===== config.mk =====
export PLATFORM = sky130hd
export DESIGN_NAME = if_stage
export DESIGN_NICKNAME = d
export VERILOG_FILES = /design/src/rtl/if_pkg.sv /design/src/rtl/fetch_skid_buf.sv /design/src/rtl/if_stage.sv
export SDC_FILE = /design/constraint.sdc
export NUM_CORES = 1
export LEC_CHECK = 0
export ABC_AREA = 1
export ABC_CLOCK_PERIOD_IN_PS = 1850
export CAP_MARGIN = 5
export CORE_MARGIN = 4
export CORE_UTILIZATION = 47
export CTS_CLUSTER_SIZE = 28
export DETAILED_ROUTE_END_ITERATION = 8
export PLACE_DENSITY = 0.76
export SLEW_MARGIN = 15
export SYNTH_ARGS = -nofsm -noshare
export SYNTH_HDL_FRONTEND = slang
export SYNTH_HIERARCHICAL = 1
export SYNTH_SLANG_ARGS = --single-unit

===== constraint.sdc =====
create_clock -name clk -period 1.85 [get_ports clk]
set_input_delay 0.4625 -clock clk [delete_from_list [all_inputs] [get_ports clk]]
set_output_delay 0.4625 -clock clk [all_outputs]
set_load 0.03 [all_outputs]

===== src/rtl/if_pkg.sv =====
// Shared fetch-stage definitions: bubble encoding, reset fetch address and
// the fetch control states. Decode imports NOP_INSTR from here as well.
package if_pkg;

  localparam logic [31:0] NOP_INSTR        = 32'h0000_0013;  // addi x0,x0,0
  localparam logic [31:0] DEFAULT_RESET_PC = 32'h0000_0000;

  typedef enum logic [1:0] {
    IDLE    = 2'd0,
    BUSY    = 2'd1,
    DISCARD = 2'd2
  } if_state_t;

  // Sequential fetch address; wraps silently at 2^32.
  function automatic logic [31:0] next_fetch_pc(input logic [31:0] pc);
    return pc + 32'd4;
  endfunction

endpackage


===== src/rtl/fetch_skid_buf.sv =====
// One-entry holding slot for a fetched {instr, pc} pair that arrived while
// decode was stalled. Flush wins over push, push wins over pop.
module fetch_skid_buf (
  input  logic        clk,
  input  logic        rst_n,
  input  logic        flush,
  input  logic        push,
  input  logic        pop,
  input  logic [31:0] push_instr,
  input  logic [31:0] push_pc,
  output logic        valid,
  output logic [31:0] instr,
  output logic [31:0] pc
);

  logic        valid_reg;
  logic [31:0] instr_reg;
  logic [31:0] pc_reg;

  always_ff @(posedge clk) begin
    if (!rst_n) begin
      valid_reg <= 1'b0;
      instr_reg <= '0;
      pc_reg    <= '0;
    end else if (flush) begin
      valid_reg <= 1'b0;
    end else if (push) begin
      valid_reg <= 1'b1;
      instr_reg <= push_instr;
      pc_reg    <= push_pc;
    end else if (pop) begin
      valid_reg <= 1'b0;
    end
  end

  assign valid = valid_reg;
  assign instr = instr_reg;
  assign pc    = pc_reg;

endmodule


===== src/rtl/if_stage.sv =====
// Instruction-fetch stage: owns the fetch PC, runs the single-outstanding
// imem handshake, parks stalled responses and drives the IF/ID register.
module if_stage #(
  parameter logic [31:0] RESET_PC  = if_pkg::DEFAULT_RESET_PC,
  parameter logic [31:0] NOP_INSTR = if_pkg::NOP_INSTR
) (
  input  logic        clk,
  input  logic        rst_n,
  input  logic        IFWrite,
  input  logic        Branch,
  input  logic        Jump,
  input  logic [31:0] JumpAddr,
  output logic        imem_req,
  output logic [31:0] imem_addr,
  input  logic        imem_ready,
  input  logic        imem_rvalid,
  input  logic [31:0] imem_rdata,
  output logic [31:0] Instruction_id,
  output logic [31:0] PC_id,
  output logic        valid_id
);

  import if_pkg::*;

  if_state_t   state_reg, state_next;
  logic [31:0] pc_f_reg, pc_f_next;
  logic [31:0] req_pc_reg, req_pc_next;
  logic [31:0] id_instr_reg, id_instr_next;
  logic [31:0] id_pc_reg, id_pc_next;
  logic        id_valid_reg, id_valid_next;

  logic        redirect;
  logic        rsp_busy;
  logic        buf_empty_at_end;
  logic        issue;
  logic        accept;

  logic        buf_flush;
  logic        buf_push;
  logic        buf_pop;
  logic        buf_valid;
  logic [31:0] buf_instr;
  logic [31:0] buf_pc;

  // Branch/Jump are only trusted when decode is actually advancing.
  assign redirect = (Branch | Jump) & IFWrite;
  assign rsp_busy = imem_rvalid & (state_reg == BUSY);

  // A new request may only go out if the skid slot is guaranteed free at the
  // end of this cycle, so one in flight plus one parked is the worst case.
  assign buf_empty_at_end = IFWrite | (~buf_valid & ~rsp_busy);
  assign issue  = rst_n & ~redirect
                & ((state_reg == IDLE) | imem_rvalid)
                & buf_empty_at_end;
  assign accept = issue & imem_ready;

  assign imem_req  = issue;
  assign imem_addr = pc_f_reg;

  assign buf_flush = redirect;
  assign buf_push  = rsp_busy & ~IFWrite;
  assign buf_pop   = IFWrite & buf_valid & ~redirect;

  fetch_skid_buf u_skid (
    .clk        (clk),
    .rst_n      (rst_n),
    .flush      (buf_flush),
    .push       (buf_push),
    .pop        (buf_pop),
    .push_instr (imem_rdata),
    .push_pc    (req_pc_reg),
    .valid      (buf_valid),
    .instr      (buf_instr),
    .pc         (buf_pc)
  );

  always_comb begin
    state_next = state_reg;
    if (accept) begin
      state_next = BUSY;
    end else if (redirect && (state_reg == BUSY) && !imem_rvalid) begin
      state_next = DISCARD;
    end else if (imem_rvalid) begin
      state_next = IDLE;
    end
  end

  always_comb begin
    pc_f_next   = pc_f_reg;
    req_pc_next = req_pc_reg;
    if (redirect) begin
      pc_f_next = JumpAddr;
    end else if (accept) begin
      pc_f_next   = next_fetch_pc(pc_f_reg);
      req_pc_next = pc_f_reg;
    end
  end

  // IF/ID only moves when decode takes it; redirect outranks everything,
  // including a BUSY response landing in the same cycle.
  always_comb begin
    id_instr_next = id_instr_reg;
    id_pc_next    = id_pc_reg;
    id_valid_next = id_valid_reg;
    if (IFWrite) begin
      if (redirect) begin
        id_instr_next = NOP_INSTR;
        id_pc_next    = '0;
        id_valid_next = 1'b0;
      end else if (buf_valid) begin
        id_instr_next = buf_instr;
        id_pc_next    = buf_pc;
        id_valid_next = 1'b1;
      end else if (rsp_busy) begin
        id_instr_next = imem_rdata;
        id_pc_next    = req_pc_reg;
        id_valid_next = 1'b1;
      end else begin
        id_instr_next = NOP_INSTR;
        id_pc_next    = '0;
        id_valid_next = 1'b0;
      end
    end
  end

  always_ff @(posedge clk) begin
    if (!rst_n) begin
      state_reg    <= IDLE;
      pc_f_reg     <= RESET_PC;
      req_pc_reg   <= '0;
      id_instr_reg <= NOP_INSTR;
      id_pc_reg    <= '0;
      id_valid_reg <= 1'b0;
    end else begin
      state_reg    <= state_next;
      pc_f_reg     <= pc_f_next;
      req_pc_reg   <= req_pc_next;
      id_instr_reg <= id_instr_next;
      id_pc_reg    <= id_pc_next;
      id_valid_reg <= id_valid_next;
    end
  end

  assign Instruction_id = id_instr_reg;
  assign PC_id          = id_pc_reg;
  assign valid_id       = id_valid_reg;

endmodule


==> qor.csv, run 1 <==
metric;value;unit
status;complete, no violations;
1st-pass router iterations;5;
DRC;0;
sum of buffers and inverters on the critical path;4;
routed len/inst;15.0;um
Clock Skew;0.0115;ns
most instantiated cells after synthesis;nand2_1, dfxtp_1, nor2_1;
top post-synthesis cells by area;dfxtp_1, nand2_1, nor2_1;
mux contribution to synthesized area;0.340;%
met3 Usage GRT;3.59;%
Antenna Nets Post-Route;0;
pre-CTS WS;-0.322;ns
boundary pin count;169;
GRT busiest layer;met2;
Setup WS post-layout;0.0304;ns
Yosys reg bits;196;
Seq. cell area;3930;sq um
die area;21000;sq um
Max Cap Viol;0;
EDFF count, synth;0;
die width;145;um
final hold violation count;0;
dpl hpwl;17.5;mm
Clk pin slew, worst setup/hold paths;0.07;ns
count of cell types in the netlist;34;
Num CTS Buffers;17;
ys async rst share;0;%
worst path required time;1.39;ns
critical path, cell by cell;inv_2, a21oi_2, nor2_2, buf_4, nand2_2, inv_2, buf_6;
post-synthesis adder-cell area fraction;0.142;%
Rows;49;
IO Port Bufs;168;
commonest register cell after synthesis;dfxtp_1;
post-synthesis compound-gate area fraction;9.58;%
maximum number of pins on one net before global-route repair;68;
first-pass GRT wire length;42.3;mm
Synth area leader;dfxtp_1;
CORE AREA;18200;sq um
Root Driver;clkbuf_16;
Worst-Margin Slew;0.689;ns
Synth Area in Simple Gates;35.2;%
Fillers;1668;
Mapped Cells;1310;
DIE HEIGHT;145;um
Max VDD drop;0.000731;V
clk sinks;196;
Initial Util;48.5;%
grt met2 use;41.5;%
area grow syn2layout;31.2;%
Worst Hold Class;register to register;
Vias/cell;5.21;
Avg Inst Size Synth;6.74;sq um
top-count cell post-synth;nand2_1;
critical path's largest stage delay;0.37;ns
CP max FO;3;
Slowest-stage cell, CP;dfxtp_4;
area of the multi-input gates;4140;sq um
Final Max Slew Viols;0;
WP data arrival;1.36;ns
H-tree depth;4;
DR iter-0 viols;630;
CTS tree;yes;
largest family of logic cells by synthesized area;simple AND/OR/NAND/NOR gates;
share of layout cells above drive strength 1;9.01;%
min Tclk post-route;1.82;ns
gr ovfl total;0;
cell area after placement;11100;sq um
fin crit share;98.4;%
Final TNS setup;0;ns
Worst setup EP type;output pin;
number of global-route vias before repair;8451;
gpl congestion;0.902;
RSZ-0062 raised after global routing;yes;
Syn Std Cell Area;8830;sq um
Tot GR Track Use;23.9;%
Post-Synthesis Net Count;1382;
Post-Synth XOR/XNOR Area;0.992;%
Pleak;4.82;nW
Top Family by Delay on Critical Path;flip-flops;
register area share after synthesis;44.4;%
final instance area;11600;sq um
Ys Warns;6;
CP Launch Type;register;
final setup fails;0;
Max Clk Rate;0.550;GHz
crit-path most repeated cell;inv_2;
Vias;8998;
Detailed Route WL;25.9;mm
Skew-Pair Late Insertion Delay;0.43;ns
hold-fix buffers at CTS;0;
critical path class;register to output pin;
initial antenna violation count;0;
share of the synthesized area in the top cell type;44.4;%
Antenna Cells;0;
register-to-register setup slack;0.12;ns
Final #Nets;1558;
routing usage on met1;30.9;%
clock buffer depth;2;
Slew HR;54.1;%
Pwr Density;786;nW/um^2
==> power by group <==
group / leakage [nW] / switching [mW] / internal [mW]
clock: 0.283 / 1.73 / 1.90
combinational: 2.95 / 0.618 / 0.453
sequential: 1.59 / 0.0982 / 4.31
==> layout by cell type, fill, tap and decap left out, types with 2 or more instances in the layout <==
cell type,count
nand4_1,3
clkinv_2,5
nand2_1,438
nand3_1,112
and2_1,2
dfxtp_2,2
nor2_1,187
xnor2_1,5
a31oi_1,61
nor2_4,5
mux2i_1,3
o21ai_0,24
or2_2,2
nor2_2,5
a21oi_1,57
xor2_1,5
inv_1,92
clkbuf_16,17
buf_12,16
nand2_2,3
buf_6,2
inv_6,5
o21ai_1,3
inv_2,8
clkdlybuf4s15_1,5
dlygate4sd2_1,95
dfxtp_1,193
clkinv_4,2
nor3_1,2
clkdlybuf4s50_1,65
buf_4,50
o21bai_1,2
nand3b_1,6
==> layer usage <==
| layer | vias up | wire, um |
|---|---|---|
| li1 | 4500 | - |
| met5 | - | 0 |
| met4 | 0 | 532 |
| met3 | 39 | 1270 |
| met1 | 4184 | 11700 |
| met2 | 275 | 12400 |
==> tightest hold or removal path, cell delays in order (launching register included) <==
cell     delay (ns)
dfxtp_1        0.33
o21ai_0        0.07
nand2_1        0.05
==> path summary, 6_finish.rpt <==
path / start / to / cells past startpoint
max: state_reg[0]$_SDFFE_PN0P_ / imem_req / 7
min: Instruction_id[0]$_SDFFE_PN1P_ / Instruction_id[0]$_SDFFE_PN1P_ / 2
max reg2reg: state_reg[0]$_SDFFE_PN0P_ / imem_addr[6]$_SDFFE_PN0P_ / 11
min reg2reg: Instruction_id[0]$_SDFFE_PN1P_ / Instruction_id[0]$_SDFFE_PN1P_ / 2
==> per-stage QoR <==
step	hold WS [ns]	std cells	utilization, %	total power, mW
after global placement	0.459	1693	60.8	5.58
after global routing	0.501	1728	63.6	9.43
after detailed placement	0.471	1693	60.8	5.59
after floorplan	0.455	1310	-	5.06
final	0.479	1728	63.6	9.10
after CTS	0.480	1728	63.4	9.13
==> cells by family after synthesis <==
family	count (synthesis)
and+or+nand+nor	769
DFF	196
buffers and inverters	181
AOI/OAI and AO/OA	150
xor gates and xnor gates	10
muxes	3
adders and majority gates	1
==> final cells by class <==
type / count / share of cell area (%)
tap: 229 / 2.47
clock buffer: 17 / 3.67
sequential: 196 / 33.9
inverter: 102 / 3.34
timing repair buffer: 236 / 19.6
multi-input combinational: 933 / 35.7
clock inverter: 15 / 1.26
==> repair_timing <==
item	CTS	global route
hold endpoints to repair	0	0
setup endpoints to repair	98	34
pin swaps	3	2
cloned	0	0
setup buffers	3	0
gates resized for setup	106	25
(Power assumes the default switching activity.)
==> run 2, diff against run 1 <==
ABC_CLOCK_PERIOD_IN_PS = 2200   (was 1850)
CORE_UTILIZATION = 56   (was 47)
PLACE_DENSITY = 0.86   (was 0.76)
SYNTH_HIERARCHICAL = not set   (was 1)
clock period = 2.2 ns   (was 1.85 ns; I/O delays follow)
==> qor.csv, run 2 <==
metric;value;unit;change
status;complete, no violations;;
Vias/cell;5.57;;+7.1%
Final Power;7.56;mW;-17%
Synth area leader;dfxtp_1;;
count of cell types in the netlist;36;;+5.9%
EDFF count, synth;0;;unchanged
area of the multi-input gates;3880;sq um;-6.3%
Rows;44;;-10%
clock buffer depth;2;;unchanged
WP data arrival;1.62;ns;+0.26 ns
Worst Hold Class;register to register;;
Max Clk Rate;0.461;GHz;
hold-fix buffers at CTS;0;;unchanged
Mapped Cells;1155;;-12%
share of the synthesized area in the top cell type;46.5;%;+2.1 points
commonest register cell after synthesis;dfxtp_1;;
routed len/inst;15.5;um;+3.7%
Detailed Route WL;23.4;mm;-9.8%
Setup WS post-layout;0.0306;ns;+0.000127 ns
CORE AREA;14600;sq um;-20%
die width;131;um;-9.9%
Max VDD drop;0.000578;V;-21%
first-pass GRT wire length;37.3;mm;-12%
Skew-Pair Late Insertion Delay;0.43;ns;about the same
share of layout cells above drive strength 1;7.66;%;-1.3 points
pre-CTS WS;-0.179;ns;+0.144 ns
DR iter-0 viols;634;;+0.63%
Worst setup EP type;output pin;;
area grow syn2layout;31.4;%;about the same
boundary pin count;169;;unchanged
Root Driver;clkbuf_16;;
Antenna Nets Post-Route;0;;unchanged
Fillers;1101;;-34%
Seq. cell area;3920;sq um;-0.16%
top post-synthesis cells by area;dfxtp_1, nand2_1, a21oi_1;;
CTS tree;yes;;
CP max FO;6;;+3
DRC;0;;unchanged
Yosys reg bits;196;;unchanged
critical path's largest stage delay;0.73;ns;+0.36 ns
top-count cell post-synth;nand2_1;;
commonest non-fill, non-tap cell in the layout;nand2_1;;
clk sinks;196;;unchanged
Avg Inst Size Synth;7.30;sq um;+8.4%
most frequent cells in the layout;nand2_1, dfxtp_1, a21oi_1, clkdlybuf4s50_1, nor2_1;;
Slew HR;67.0;%;+13 points
Pleak;4.54;nW;-5.7%
worst path required time;1.65;ns;+0.26 ns
Worst-Margin Slew;0.493;ns;-0.197 ns
gpl congestion;0.871;;-3.5%
gr ovfl total;0;;unchanged
critical path class;register to output pin;;
H-tree depth;4;;unchanged
fin crit share;98.6;%;
Vias;8379;;-6.9%
register area share after synthesis;46.5;%;+2.1 points
number of global-route vias before repair;7620;;-9.8%
Pwr Density;682;nW/um^2;-13%
die area;17100;sq um;-19%
Antenna Cells;0;;unchanged
final setup fails;0;;unchanged
maximum number of pins on one net before global-route repair;96;;+41%
cell area after placement;10500;sq um;-5.5%
Final Max Slew Viols;0;;unchanged
most instantiated cells after synthesis;nand2_1, dfxtp_1, a21oi_1;;
Tot GR Track Use;27.0;%;+3.1 points
Num CTS Buffers;17;;unchanged
Slowest-stage cell, CP;clkdlybuf4s50_1;;
IO Port Bufs;168;;unchanged
Max Cap Viol;0;;unchanged
critical path, cell by cell;clkdlybuf4s50_1;;
min Tclk post-route;2.17;ns;
sum of buffers and inverters on the critical path;1;;-3
Final TNS setup;0;ns;unchanged
CP Launch Type;register;;
RSZ-0062 raised after global routing;yes;;
Clk pin slew, worst setup/hold paths;0.07;ns;about the same
Syn Std Cell Area;8440;sq um;-4.5%
final hold violation count;0;;unchanged
Final #Nets;1378;;-12%
Top Family by Delay on Critical Path;buffers and inverters;;
ys async rst share;0;%;unchanged
initial antenna violation count;0;;unchanged
Clock Skew;0.00628;ns;-0.00523 ns
1st-pass router iterations;5;;unchanged
Ys Warns;0;;-6
DIE HEIGHT;131;um;-9.9%
dpl hpwl;15.6;mm;-10%
Initial Util;57.6;%;+9.1 points
final instance area;11100;sq um;-4.4%
Post-Synthesis Net Count;1227;;-11%
[run 2: cell count changes after synthesis, moves of 27 or more]
cell	change
o2111ai_1	+52
nor2_1	-66
o21ai_0	+82
a31oi_1	-61
nand2_1	-200
nand3_1	-73
buf_2	-27
clkbuf_1	+36
a21oi_1	+103
[run 2: timing repair]
| action | CTS | global route |
|---|---|---|
| gates cloned | 0 | 0 |
| setup endpoints to repair | 3 | 18 |
| pin swaps | 2 | 0 |
| setup buffers | 3 | 0 |
| resized for setup | 6 | 19 |
[run 2: kinds of logic after synthesis]
group	Yosys count	share of synthesized area, %
flip-flops	196	46.5
adder cells (fa/ha/maj)	1	0.148
AO/OA/AOI/OAI	336	22.7
XOR/XNOR	14	1.45
buffers and inverters	168	7.68
AND/OR/NAND/NOR	440	21.5
[run 2: routing by layer]
metal	global-route usage, %	wire, um	vias up
li1	-	-	4166
met1	37.1	10400	3816
met2	43.6	10800	356
met3	4.35	1660	41
met4	8.77	482	0
met5	0	0	-
[run 2: worst register-to-register path, cell delays in order, from the launching register on]
cell,delay (ns)
dfxtp_1,0.40
ha_1,0.22
nand3_1,0.19
inv_1,0.12
nand2_1,0.09
nor2_1,0.42
xor2_1,0.19
nand2_1,0.07
nand3_1,0.07
nand2_1,0.05
inv_1,0.06
[run 2: path summary, 6_finish.rpt]
check,slack (ns),startpoint,endpoint,cells after the start
worst max-delay path,0.03,imem_addr[10]$_SDFFE_PN0P_,imem_addr[10],1
worst min-delay path,0.45,u_skid.instr[27]$_SDFFE_PN0P_,u_skid.instr[27]$_SDFFE_PN0P_,2
worst min register to register,0.45,u_skid.instr[27]$_SDFFE_PN0P_,u_skid.instr[27]$_SDFFE_PN0P_,2
worst max register to register,0.26,imem_addr[3]$_SDFFE_PN0P_,imem_addr[18]$_SDFFE_PN0P_,10
[run 2: stage by stage]
stage / instances / util [%] / hold slack [ns]
2_1_floorplan: 1155 / - / 0.429
3_3_place_gp: 1468 / 71.4 / 0.437
3_5_place_dp: 1468 / 71.4 / 0.444
4_1_cts: 1503 / 75.3 / 0.454
5_1_grt: 1503 / 75.7 / 0.475
6_report: 1503 / 75.7 / 0.450
[run 2: area by class of cell]
type                    instances  share of cell area (%)
multi-input cells             791                    35.0
inverters                      86                    2.92
clock buffers                  19                    4.00
repair buffers                214                    19.6
flip-flops and latches        196                    35.4
clock inverters                13                   0.994
well taps                     184                    2.08
[run 2: report_power, final]
| part | switching (mW) | leakage [nW] | total (mW) | internal (mW) |
|---|---|---|---|---|
| Combinational | 0.514 | 2.68 | 0.893 | 0.378 |
| Clock | 1.34 | 0.273 | 2.92 | 1.59 |
| Sequential | 0.0923 | 1.59 | 3.75 | 3.66 |
| Total | 1.94 | 4.54 | 7.56 | 5.62 |
